--- src/rtl/commit_unit_pkg.sv ---
// commit_unit_pkg: shared sizing, register/data types and commit FSM states for the commit unit and ROB.
package commit_unit_pkg;
  localparam int NUM_REGS = 16;
  localparam int DATA_W   = 16;
  localparam int RETIRE_W = 3;
  localparam int WR_PORTS = 2;
  localparam int REG_W    = $clog2(NUM_REGS);
  typedef logic [REG_W-1:0]  reg_idx_t;
  typedef logic [DATA_W-1:0] data_t;
  localparam logic [0:0] IDLE  = 1'b0;
  localparam logic [0:0] DRAIN = 1'b1;
  typedef enum logic [0:0] {S_IDLE = IDLE, S_DRAIN = DRAIN} state_t;
endpackage

--- src/rtl/commit_unit_if.sv ---
// commit_unit_if: ROB-to-commit retire bundle handshake; master is the ROB, slave the commit unit.
interface commit_unit_if #(
  parameter int NUM_REGS = commit_unit_pkg::NUM_REGS,
  parameter int DATA_W   = commit_unit_pkg::DATA_W,
  parameter int RETIRE_W = commit_unit_pkg::RETIRE_W,
  parameter int WR_PORTS = commit_unit_pkg::WR_PORTS
);
  logic                                          retire_valid;
  logic [$clog2(RETIRE_W+1)-1:0]                 retire_count;
  logic [RETIRE_W-1:0][$clog2(NUM_REGS)-1:0]     retire_targets;
  logic [RETIRE_W-1:0][DATA_W-1:0]               retire_values;
  logic                                          retire_ready;
  logic [$clog2(WR_PORTS+1)-1:0]                 retired_num;
  modport master (output retire_valid, retire_count, retire_targets, retire_values,
                  input  retire_ready, retired_num);
  modport slave  (input  retire_valid, retire_count, retire_targets, retire_values,
                  output retire_ready, retired_num);
endinterface

--- src/rtl/commit_unit_arch_regfile.sv ---
// arch_regfile: architectural register file, multi-port write (higher port wins), two combinational reads.
module arch_regfile #(
  parameter int NUM_REGS = commit_unit_pkg::NUM_REGS,
  parameter int DATA_W   = commit_unit_pkg::DATA_W,
  parameter int WR_PORTS = commit_unit_pkg::WR_PORTS
) (
  input  logic                                         clk,
  input  logic                                         rst_n,
  input  logic [WR_PORTS-1:0]                          we,
  input  logic [WR_PORTS-1:0][$clog2(NUM_REGS)-1:0]    wa,
  input  logic [WR_PORTS-1:0][DATA_W-1:0]              wd,
  input  logic [$clog2(NUM_REGS)-1:0]                  ra_a,
  input  logic [$clog2(NUM_REGS)-1:0]                  ra_b,
  output logic [DATA_W-1:0]                            rd_a,
  output logic [DATA_W-1:0]                            rd_b
);
  logic [DATA_W-1:0] regs [NUM_REGS];
  always_ff @(posedge clk or negedge rst_n)
    if (!rst_n)
      for (int i = 0; i < NUM_REGS; i++) regs[i] <= '0;
    else
      for (int p = 0; p < WR_PORTS; p++) if (we[p]) regs[wa[p]] <= wd[p];
  assign rd_a = regs[ra_a];
  assign rd_b = regs[ra_b];
endmodule

--- src/rtl/commit_unit.sv ---
// commit_unit: retires up to 3 instructions per bundle into a 2-write-port register file, spilling slot 2 via a hold register.
// Optional macro COMMIT_BYPASS_EN forwards same-edge writes onto the read ports.
module commit_unit #(
  parameter int NUM_REGS = commit_unit_pkg::NUM_REGS,
  parameter int DATA_W   = commit_unit_pkg::DATA_W,
  parameter int RETIRE_W = commit_unit_pkg::RETIRE_W,
  parameter int WR_PORTS = commit_unit_pkg::WR_PORTS
) (
  input  logic                        clk,
  input  logic                        rst_n,
  commit_unit_if.slave                rif,
  input  logic [$clog2(NUM_REGS)-1:0] rd_addr_a,
  input  logic [$clog2(NUM_REGS)-1:0] rd_addr_b,
  output logic [DATA_W-1:0]           rd_data_a,
  output logic [DATA_W-1:0]           rd_data_b,
  output logic [31:0]                 commit_count
);
  import commit_unit_pkg::*;
  localparam int RW = $clog2(NUM_REGS);
  state_t                          state;
  logic [RW-1:0]                   hold_t;
  logic [DATA_W-1:0]               hold_v;
  logic [WR_PORTS-1:0]             we;
  logic [WR_PORTS-1:0][RW-1:0]     wa;
  logic [WR_PORTS-1:0][DATA_W-1:0] wd;
  logic [DATA_W-1:0]               st_a, st_b;
  logic [1:0]                      num;
  logic                            drain, acc, spill;
  assign drain            = state == S_DRAIN;
  assign rif.retire_ready = !drain;
  assign acc              = rif.retire_valid && rif.retire_ready;
  assign spill            = acc && (&rif.retire_count);
  // In DRAIN the held slot-2 instruction reuses write port 0; port 1 is the younger slot.
  always_comb begin
    we    = '0;
    wa    = '0;
    wd    = '0;
    we[0] = drain || (acc && |rif.retire_count);
    wa[0] = drain ? hold_t : rif.retire_targets[0];
    wd[0] = drain ? hold_v : rif.retire_values[0];
    we[1] = acc && rif.retire_count[1];
    wa[1] = rif.retire_targets[1];
    wd[1] = rif.retire_values[1];
    num   = {1'b0, we[0]} + {1'b0, we[1]};
  end
  always_ff @(posedge clk or negedge rst_n)
    if (!rst_n) begin
      state           <= S_IDLE;
      hold_t          <= '0;
      hold_v          <= '0;
      rif.retired_num <= '0;
      commit_count    <= '0;
    end else begin
      state           <= spill ? S_DRAIN : S_IDLE;
      if (spill) begin
        hold_t <= rif.retire_targets[2];
        hold_v <= rif.retire_values[2];
      end
      rif.retired_num <= num;
      commit_count    <= commit_count + {30'd0, num};
    end
  arch_regfile #(.NUM_REGS(NUM_REGS), .DATA_W(DATA_W), .WR_PORTS(WR_PORTS)) u_rf (
    .clk(clk), .rst_n(rst_n), .we(we), .wa(wa), .wd(wd),
    .ra_a(rd_addr_a), .ra_b(rd_addr_b), .rd_a(st_a), .rd_b(st_b)
  );
`ifdef COMMIT_BYPASS_EN
  assign rd_data_a = (we[1] && wa[1] == rd_addr_a) ? wd[1] : (we[0] && wa[0] == rd_addr_a) ? wd[0] : st_a;
  assign rd_data_b = (we[1] && wa[1] == rd_addr_b) ? wd[1] : (we[0] && wa[0] == rd_addr_b) ? wd[0] : st_b;
`else
  assign rd_data_a = st_a;
  assign rd_data_b = st_b;
`endif
endmodule

--- src/flat_wrapper.sv ---
// flat-port wrapper written by rule: the top's interface ports become plain ports
module commit_unit_flat import commit_unit_pkg::*;
#(
  parameter int NUM_REGS = commit_unit_pkg::NUM_REGS,
  parameter int DATA_W   = commit_unit_pkg::DATA_W,
  parameter int RETIRE_W = commit_unit_pkg::RETIRE_W,
  parameter int WR_PORTS = commit_unit_pkg::WR_PORTS
)
  (clk, rst_n, rd_addr_a, rd_addr_b, rd_data_a, rd_data_b, commit_count, rif_retire_valid, rif_retire_count, rif_retire_targets, rif_retire_values, rif_retire_ready, rif_retired_num);
  commit_unit_if #(.NUM_REGS(NUM_REGS), .DATA_W(DATA_W), .RETIRE_W(RETIRE_W), .WR_PORTS(WR_PORTS)) rif_i ();
  input  logic clk;
  input  logic rst_n;
  input  logic [$clog2(NUM_REGS)-1:0] rd_addr_a;
  input  logic [$clog2(NUM_REGS)-1:0] rd_addr_b;
  output logic [DATA_W-1:0] rd_data_a;
  output logic [DATA_W-1:0] rd_data_b;
  output logic [31:0] commit_count;
  input wire logic [$bits(rif_i.retire_valid)-1:0] rif_retire_valid;
  input wire logic [$bits(rif_i.retire_count)-1:0] rif_retire_count;
  input wire logic [$bits(rif_i.retire_targets)-1:0] rif_retire_targets;
  input wire logic [$bits(rif_i.retire_values)-1:0] rif_retire_values;
  output wire logic [$bits(rif_i.retire_ready)-1:0] rif_retire_ready;
  output wire logic [$bits(rif_i.retired_num)-1:0] rif_retired_num;
  assign rif_i.retire_valid = rif_retire_valid;
  assign rif_i.retire_count = rif_retire_count;
  assign rif_i.retire_targets = rif_retire_targets;
  assign rif_i.retire_values = rif_retire_values;
  assign rif_retire_ready = rif_i.retire_ready;
  assign rif_retired_num = rif_i.retired_num;
  commit_unit #(.NUM_REGS(NUM_REGS), .DATA_W(DATA_W), .RETIRE_W(RETIRE_W), .WR_PORTS(WR_PORTS)) u_core (.clk(clk), .rst_n(rst_n), .rif(rif_i), .rd_addr_a(rd_addr_a), .rd_addr_b(rd_addr_b), .rd_data_a(rd_data_a), .rd_data_b(rd_data_b), .commit_count(commit_count));
endmodule
--- config.mk ---
export PLATFORM = sky130hd
export DESIGN_NAME = commit_unit_flat
export DESIGN_NICKNAME = d
export VERILOG_FILES = /design/src/rtl/commit_unit_pkg.sv /design/src/rtl/commit_unit_if.sv /design/src/rtl/commit_unit_arch_regfile.sv /design/src/rtl/commit_unit.sv /design/src/flat_wrapper.sv
export SDC_FILE = /design/constraint.sdc
export NUM_CORES = 1
export LEC_CHECK = 0
export CAP_MARGIN = 20
export CORE_ASPECT_RATIO = 0.5
export CORE_MARGIN = 2
export CORE_UTILIZATION = 60
export DETAILED_ROUTE_END_ITERATION = 10
export PLACE_DENSITY_LB_ADDON = 0.15
export SYNTH_ARGS = -nofsm -noshare
export SYNTH_HDL_FRONTEND = slang
export SYNTH_SLANG_ARGS = --single-unit
--- constraint.sdc ---
create_clock -name clk -period 4 [get_ports clk]
set_clock_uncertainty 0.2 [all_clocks]
set_input_delay 0.8 -clock clk [delete_from_list [all_inputs] [get_ports clk]]
set_output_delay 0.8 -clock clk [all_outputs]
set_load 0.01 [all_outputs]
# Word-level counts from Yosys, hierarchy flattened
# Cells that the tools add are included.
dict set report op_classes {
  addsub 2
  order_cmp 6
  n_mux 17
  bitwise 4
  reduce_logical 10
}
# cell count
set op_table {}
lappend op_table {{$bwmux 256} 2}
lappend op_table {{$mux 256} 2}
lappend op_table {{$bmux 16 s4} 2}
lappend op_table {{$demux 16 s4} 2}
lappend op_table {{$mux 16} 7}
lappend op_table {{$add 32x2->32} 1}
lappend op_table {{$ge 5x5->1 const B} 4}
lappend op_table {{$not 4->5} 4}
lappend op_table {{$lt 5x1->1 const B} 2}
lappend op_table {{$logic_and 1x1->1} 6}
lappend op_table {{$mux 4} 1}
lappend op_table {{$add 1x1->2} 1}
lappend op_table {{$reduce_and 2->1} 1}
lappend op_table {{$reduce_or 2->1} 1}
lappend op_table {{$logic_not 1->1} 1}
lappend op_table {{$logic_or 1x1->1} 1}
lappend op_table {{$mux 1} 1}
dict set report word_totals {
  reg_bits 311
  in_bits 73
  output_inout_bits 67
  elab_cells 60
}

# Longest topological paths before layout
dict set report logic_depth {
  word_depth 10
  ltp_mapped 11
  depth_no_buf 10
}

# Cells and area by module
# A second synthesis with hierarchy kept.
dict set report unflattened {
  cells_unflattened 2052
  hier_area_um2 19536.2
}
# module instances cells_per_inst area_per_inst_um2 seq_area_each_um2
set modules_own_cells {}
lappend modules_own_cells {arch_regfile 1 1856 16987.5 6406.1}
lappend modules_own_cells {commit_unit 1 196 2548.7 1376.3}

# Worst setup path after synthesis
# OpenSTA, ideal clock, no wires.
dict set report synth_path {
  path_type {input port to output port}
  startpoint {input port rd_addr_a[0]}
  endpoint {output port rd_data_a[0]}
  arrival_time_ns 2.514
  required_ns 3.000
  setup_slack_ns 0.486
  path_stages 4
  path_buffers 2
  path_cell_list {clkbuf_1 buf_2 mux4_2 mux4_2}
}
dict set report synth_between {
  elab_chain_len 4
}
# item line
set synth_lines {}
lappend synth_lines {{start: declaration} flat_wrapper.sv:13} ;# input logic [$clog2(NUM_REGS)-1:0] rd_addr_a;
lappend synth_lines {{$not 4->5 (implied by the code)} commit_unit_arch_regfile.sv:23} ;# assign rd_a = regs[ra_a];
lappend synth_lines {{$bmux 16 s4} commit_unit_arch_regfile.sv:23}
lappend synth_lines {{$mux 16 (implied by the code) (2 in series)} commit_unit_arch_regfile.sv:23}
lappend synth_lines {{end: declaration} flat_wrapper.sv:15} ;# output logic [DATA_W-1:0] rd_data_a;
# No other way between the ends. The select of a mux whose other input is x is not followed.

# Worst setup path after layout
dict set report layout_path {
  startpoint {input port rd_addr_b[0]}
  endpoint {output port rd_data_b[5]}
}
dict set report layout_between {
  elab_chain_len 4
}
# item line
set layout_lines {}
lappend layout_lines {{start: declaration} flat_wrapper.sv:14} ;# input logic [$clog2(NUM_REGS)-1:0] rd_addr_b;
lappend layout_lines {{$not 4->5 (implied by the code)} commit_unit_arch_regfile.sv:24} ;# assign rd_b = regs[ra_b];
lappend layout_lines {{$bmux 16 s4} commit_unit_arch_regfile.sv:24}
lappend layout_lines {{$mux 16 (implied by the code) (2 in series)} commit_unit_arch_regfile.sv:24}
lappend layout_lines {{end: declaration} flat_wrapper.sv:16} ;# output logic [DATA_W-1:0] rd_data_b;
# No other way between the ends. The select of a mux whose other input is x is not followed.

==> metrics.txt <==
outcome finished, violations left; failing checks hold timing; die width 260 um; post-synth cell types 48; Critical Path Fanout Max 11; Synth top area share 39.7%; Initial Utilization 61.4%; area of the multi-input gates 10900 um2; met1 Use GR 57.4%; register area just under 8000 um2; # clock sinks 311; Synth Area per Inst around 10 um2; initial antenna violation count 3; die area approximately 34000 um2; IO buf count 139; # setup viols final 0; critical path startpoint category input pin; # Post-CTS Setup Buffers 0; Worst Path Required 3.00 ns; Cell Area, Placed roughly 22000 um2; Ys Warns 0; overall power consumption 12.1 mW; WP data arrival 2.91 ns; wire per inst 28.6 um; nets about 2100; CP Cell Sequence buf_4 > buf_4 > mux4_2 > mux4_2 > clkdlybuf4s50_1; number of buffers and inverters on the critical path 3; measured slew at the worst slew-check pin 1.06 ns; Hold WS -0.00300 ns; detailed placement HPWL approximately 42000 um; Max stage delay cell, worst path clkdlybuf4s50_1; period utilization a little over nine tenths; area leader, netlist dfrtp_1; synth top area cells dfrtp_1, mux4_2, o31ai_1; vias in the first global route 17800; fin util 70.8%; count of hold-fix buffers inserted at cts 0; Tmin final around 3.9 ns; Vias 17900; endpoints failing hold 2; Worst-path clk slew 0.07 ns; post-cts sizing count 0; TritonRoute pass-1 iters 8; H-tree depth 1; RSZ-0062 raised after global routing false; IO Pins 140; maximum vdd drop 0.364 mV; relative slew slack 29.2%; Hold Crit Class in2async; syn_nets 2041; Die H about 130 um; Filler cells 2319; layout cells sized above 1 19.9%; sequential element share of the synthesized area 39.7%; Final Non-Filler Cells around 2500; maxcap violations 0; CTS Buf Count 30; M3 GR Usage 15.2%; Synth Register Bits 311; TNS Setup 0 ns; GRT Total Usage roughly 41%; first-pass GRT wire length ~110000 um; final non-filler cell area ~23000 um2; fmax between 200 and 300 MHz; R2R depth 6; Largest stage delay, worst path 0.55 ns; P&R area growth vs syn 15.3%; Skew-Pair Late Insertion Delay 0.58 ns; pwr/cell area 537 nW/um2; met2 usage 57.6%; initial DRC count 2381; Critical Path Stages 5; placed insts 2393; clock root buffer clkbuf_16; core area 31900 um2; WS Path Type in2out; post-DR vias/cell around 7.3; CP endpoint kind primary output; Synth Cell Area 19600 um2; gp weighted congestion 0.891; fin. max-slew vios 0; WL final 70200 um; CTS tree done; LEAKAGE slightly above 8 nW; # rows 46; Max Buffers Root-to-Sink 3; cell count after synthesis 1964; ANT nets after route 0; largest net degree at the start of global routing 86; Remaining Overflow, GRT 0; CP top delay family buffers and inverters; drc violations 0; Place WS between 0.1 and 0.15 ns; most used routing layer met2; post-route worst setup slack around 0.093 ns
## worst paths after layout
kind | slack (ns) | endpoint | start
worst max-delay path | 0.09 | rd_data_b[5] | rd_addr_b[0]
worst min-delay path | -0.003 | u_core.u_rf.regs[226] | rst_n
worst max register to register | 0.80 | u_core.u_rf.regs[212] | u_core.drain
worst min register to register | 0.28 | u_core.commit_count[31] | u_core.commit_count[31]
max in group asynchronous | 2.66 | u_core.u_rf.regs[58] | rst_n
min in group clk | 0.28 | u_core.commit_count[31] | u_core.commit_count[31]
## cell type report
class | instances | area share [%]
Sequential cell | 311 | 34.5
Multi-Input combinational cell | 1426 | 48.1
Inverter | 9 | 0.150
Tap cell | 432 | 2.39
Clock buffer | 42 | 4.02
Antenna cell | 3 | 0.0333
Timing Repair Buffer | 216 | 10.4
Clock inverter | 13 | 0.438
## where the power goes
| part | internal [mW] | switching [mW] |
|---|---|---|
| combinational | 2.22 | 1.74 |
| clock | 1.64 | 1.32 |
| sequential | 4.17 | 1.02 |
| total | 8.03 | 4.08 |
## cell families (layout without fill, tap and decap cells)
kind of cell               count (synthesis)  in the layout  share of synthesized area (%)
buffers and inverters                    227            280                           5.45
DFF                                      311            311                           39.7
adders and majority gates                  4              4                          0.294
xor gates and xnor gates                  30             30                           1.34
muxes                                    196            196                           20.4
AOI/OAI and AO/OA                        587            587                           20.0
and+or+nand+nor                          609            609                           12.8
other                                      0              3                              0
## sequential cells by signal (all words and copies together) (netlist names)
name                    cells
u_core.drain                1
u_core.hold_v              16
u_core.hold_t               4
u_core.u_rf.regs          256
u_core.rif.retired_num      2
u_core.commit_count        32
## cell usage after synthesis, drive strengths merged
master,n
xor2,4
o31ai,257
nand4bb,1
mux2,20
and2,1
ha,3
nor4b,1
a21o,1
o32a,1
inv,9
nand2b,4
nor4,6
mux4,160
nand4,14
or2,4
dfrtp,311
o31a,1
nand3,8
and4,3
nor3b,3
nand3b,2
buf,103
nand4b,3
o41ai,2
and3,6
a21oi,257
or3b,1
clkbuf,115
o21ai,65
fa,1
o32ai,1
nor3,16
nor2,261
mux2i,16
and3b,3
nand2,272
xnor2,26
o41a,2
## layer usage
layer,vias to the layer above,part of all wire [%],wire [um]
met5,-,0,0
met1,8660,37,25700
li1,7295,-,-
met3,330,16,11300
met2,1605,42,29300
met4,0,5.6,3920
## cells in the final DEF, fill, tap and decap left out, types with 6 or more instances in the layout
cell type / instances
dfrtp_1: 311
nand2_1: 272
nor2_1: 260
a21oi_1: 247
o31ai_1: 216
mux4_2: 160
clkdlybuf4s50_1: 134
o21ai_0: 65
buf_4: 47
o31ai_2: 40
clkbuf_16: 31
buf_12: 31
xnor2_1: 26
mux2_2: 20
mux2i_1: 16
nand4_1: 14
nor3_2: 13
a21oi_2: 10
clkinv_2: 9
clkbuf_8: 9
inv_1: 8
nand3_1: 8
and3_1: 6
Note: power is estimated with default switching activity, not from simulation.
==> edit (same settings) <==
Set the package constant `RETIRE_W` to 5 (it was 3).
--- a/src/rtl/commit_unit_pkg.sv
+++ b/src/rtl/commit_unit_pkg.sv
@@ -3,5 +3,5 @@
   localparam int NUM_REGS = 16;
   localparam int DATA_W   = 16;
-  localparam int RETIRE_W = 3;
+  localparam int RETIRE_W = 5;
   localparam int WR_PORTS = 2;
   localparam int REG_W    = $clog2(NUM_REGS);
Interface: changed (resized rif_retire_count, rif_retire_targets and rif_retire_values); port bits go from 140 to 181. The function was not compared with the original's and may differ.
==> edit against the original RTL <==
- routed wire length rose by 0.15%
- register-to-register slack gained 270 ps
- count of clock-buffer cells in the layout increased by 6
- global-route usage down 0.21 points
- worst setup slack got worse by 8.2 ps
- clock power grew 2%
- sequential power decreased by 8.3%
- power shrank 6.8%
- sequential cell count stayed put
- critical path depth unchanged
- final area rose by 0.48%
- die area down 0.24%
- area after synthesis fell by 0.25%
- fmax down 0.21%
- largest cell class unchanged
==> edit: results (changes against the original RTL) <==
Status: completed (was finished with violations). The count of unique library cells instantiated by Yosys came to 45 (was 48). The total via count in the routed design came to 17700 (was 17900).

The fraction of met2 tracks used by global routing is 59.4% (was 57.6%). The wire length of the first global-routing pass is 105000 um (was 107000 um). The met1 usage in global routing came out at 56.0% (was 57.4%). The cell total after placement is 2414 (was 2393). The number of global-route vias before repair came out at 17500 (was 17800). The number of nets at the end of the flow came to 2132 (was 2071). The number of buffers inserted by port buffering is 140 (was 139). The overall fraction of global-route tracks in use is 41.2% (was 41.4%). The maximum number of pins on one net before global-route repair came out at 91 (was 86). The number of nets in the synthesized netlist came to 2084 (was 2041).

Most used standard cells in the synthesized netlist: dfrtp_1, nand2_1, nor2_1, a21oi_1, o31ai_1 (unchanged). The worst IR drop on VDD came out at 0.000430 V (was 0.000364 V). The uppermost layer routed is met5 (was met4). The total setup buffers inserted after CTS came out at 0 (unchanged).

The count of plain and timing-repair buffers came out at 235 (was 216). The worst slack at placement was 30.9 ps (was 111 ps). The total routed wire length on the met1 layer was 25700 um (about the same).

The cell type group with the largest total delay on the critical path is multiplexers (was buffers and inverters). The met3 usage came out at 14.3% (was 15.2%). The number of clock buffer instances in the layout is 48 (was 42).

The routed wire length on met2 came to 29800 um (was 29300 um). The detailed router's first-iteration violation count is 2820 (was 2381). The placer's final routability congestion estimate came to 0.884 (was 0.891). The number of antenna cells inserted is 1 (was 3).

The level count of the clock H-tree is 1 (unchanged). The critical path data arrival time came to 2920 ps (was 2910 ps). The multi-input combinational gate total is 1427 (was 1426). The average detailed-routed wire length per instance is 28.4 um (was 28.6 um). Ranking of synthesized cells by area: dfrtp_1, mux4_2, o31ai_1, a21oi_1, nand2_1 (unchanged).

The placed instance area came out at 21700 um2 (was 21600 um2). The delay contributed by the slowest stage of the critical path is 610 ps (was 550 ps). The number of iterations in the first detailed-routing pass came out at 6 (was 8).

The clock network area share is 4.46% (about the same). The transition time at the pin with the least slew margin came out at 1020 ps (was 1060 ps). The total leakage power came out at 8.24 nW (was 8.11 nW).

The overall routed net length is 70300 um (was 70200 um). The peak fanout along the critical path came out at 18 (was 11). The flip-flop and latch share of the layout cell area came out at 34.3% (was 34.5%). The synthesis-to-finish area growth was 16.1% (was 15.3%). The sequential share of the synthesized area was 39.8% (was 39.7%).
## edit: power breakdown
part	switching [mW]	leakage [nW]	internal, mW	total [mW]
clock	1.32	0.498	1.70	3.01
sequential	0.729	3.73	4.03	4.76
combinational	1.59	4.01	1.94	3.53
total	3.64	8.24	7.66	11.3
## edit: kinds of logic (layout without fill, tap and decap cells)
logic type                 count (synthesis)  in the layout  synth area share (%)
buffers and inverters                    228            300                  5.54
adders and majority gates                  4              4                 0.295
other                                      0              1                     0
DFF                                      311            311                  39.8
AOI/OAI and AO/OA                        586            586                  18.6
and+or+nand+nor                          611            611                  13.9
muxes                                    196            196                  20.4
xor gates and xnor gates                  30             30                  1.35
## edit: worst paths after layout
kind / to / slack [ps] / cells past startpoint
max: rd_data_b[4] / 80 / 5
max in group asynchronous: u_core.u_rf.regs[238] / 2670 / 2
min: u_core.hold_v[13] / 20 / 1
min in group clk: u_core.hold_v[12] / 290 / 1
max reg2reg: u_core.u_rf.regs[220] / 1070 / 5
min reg2reg: u_core.hold_v[12] / 290 / 1
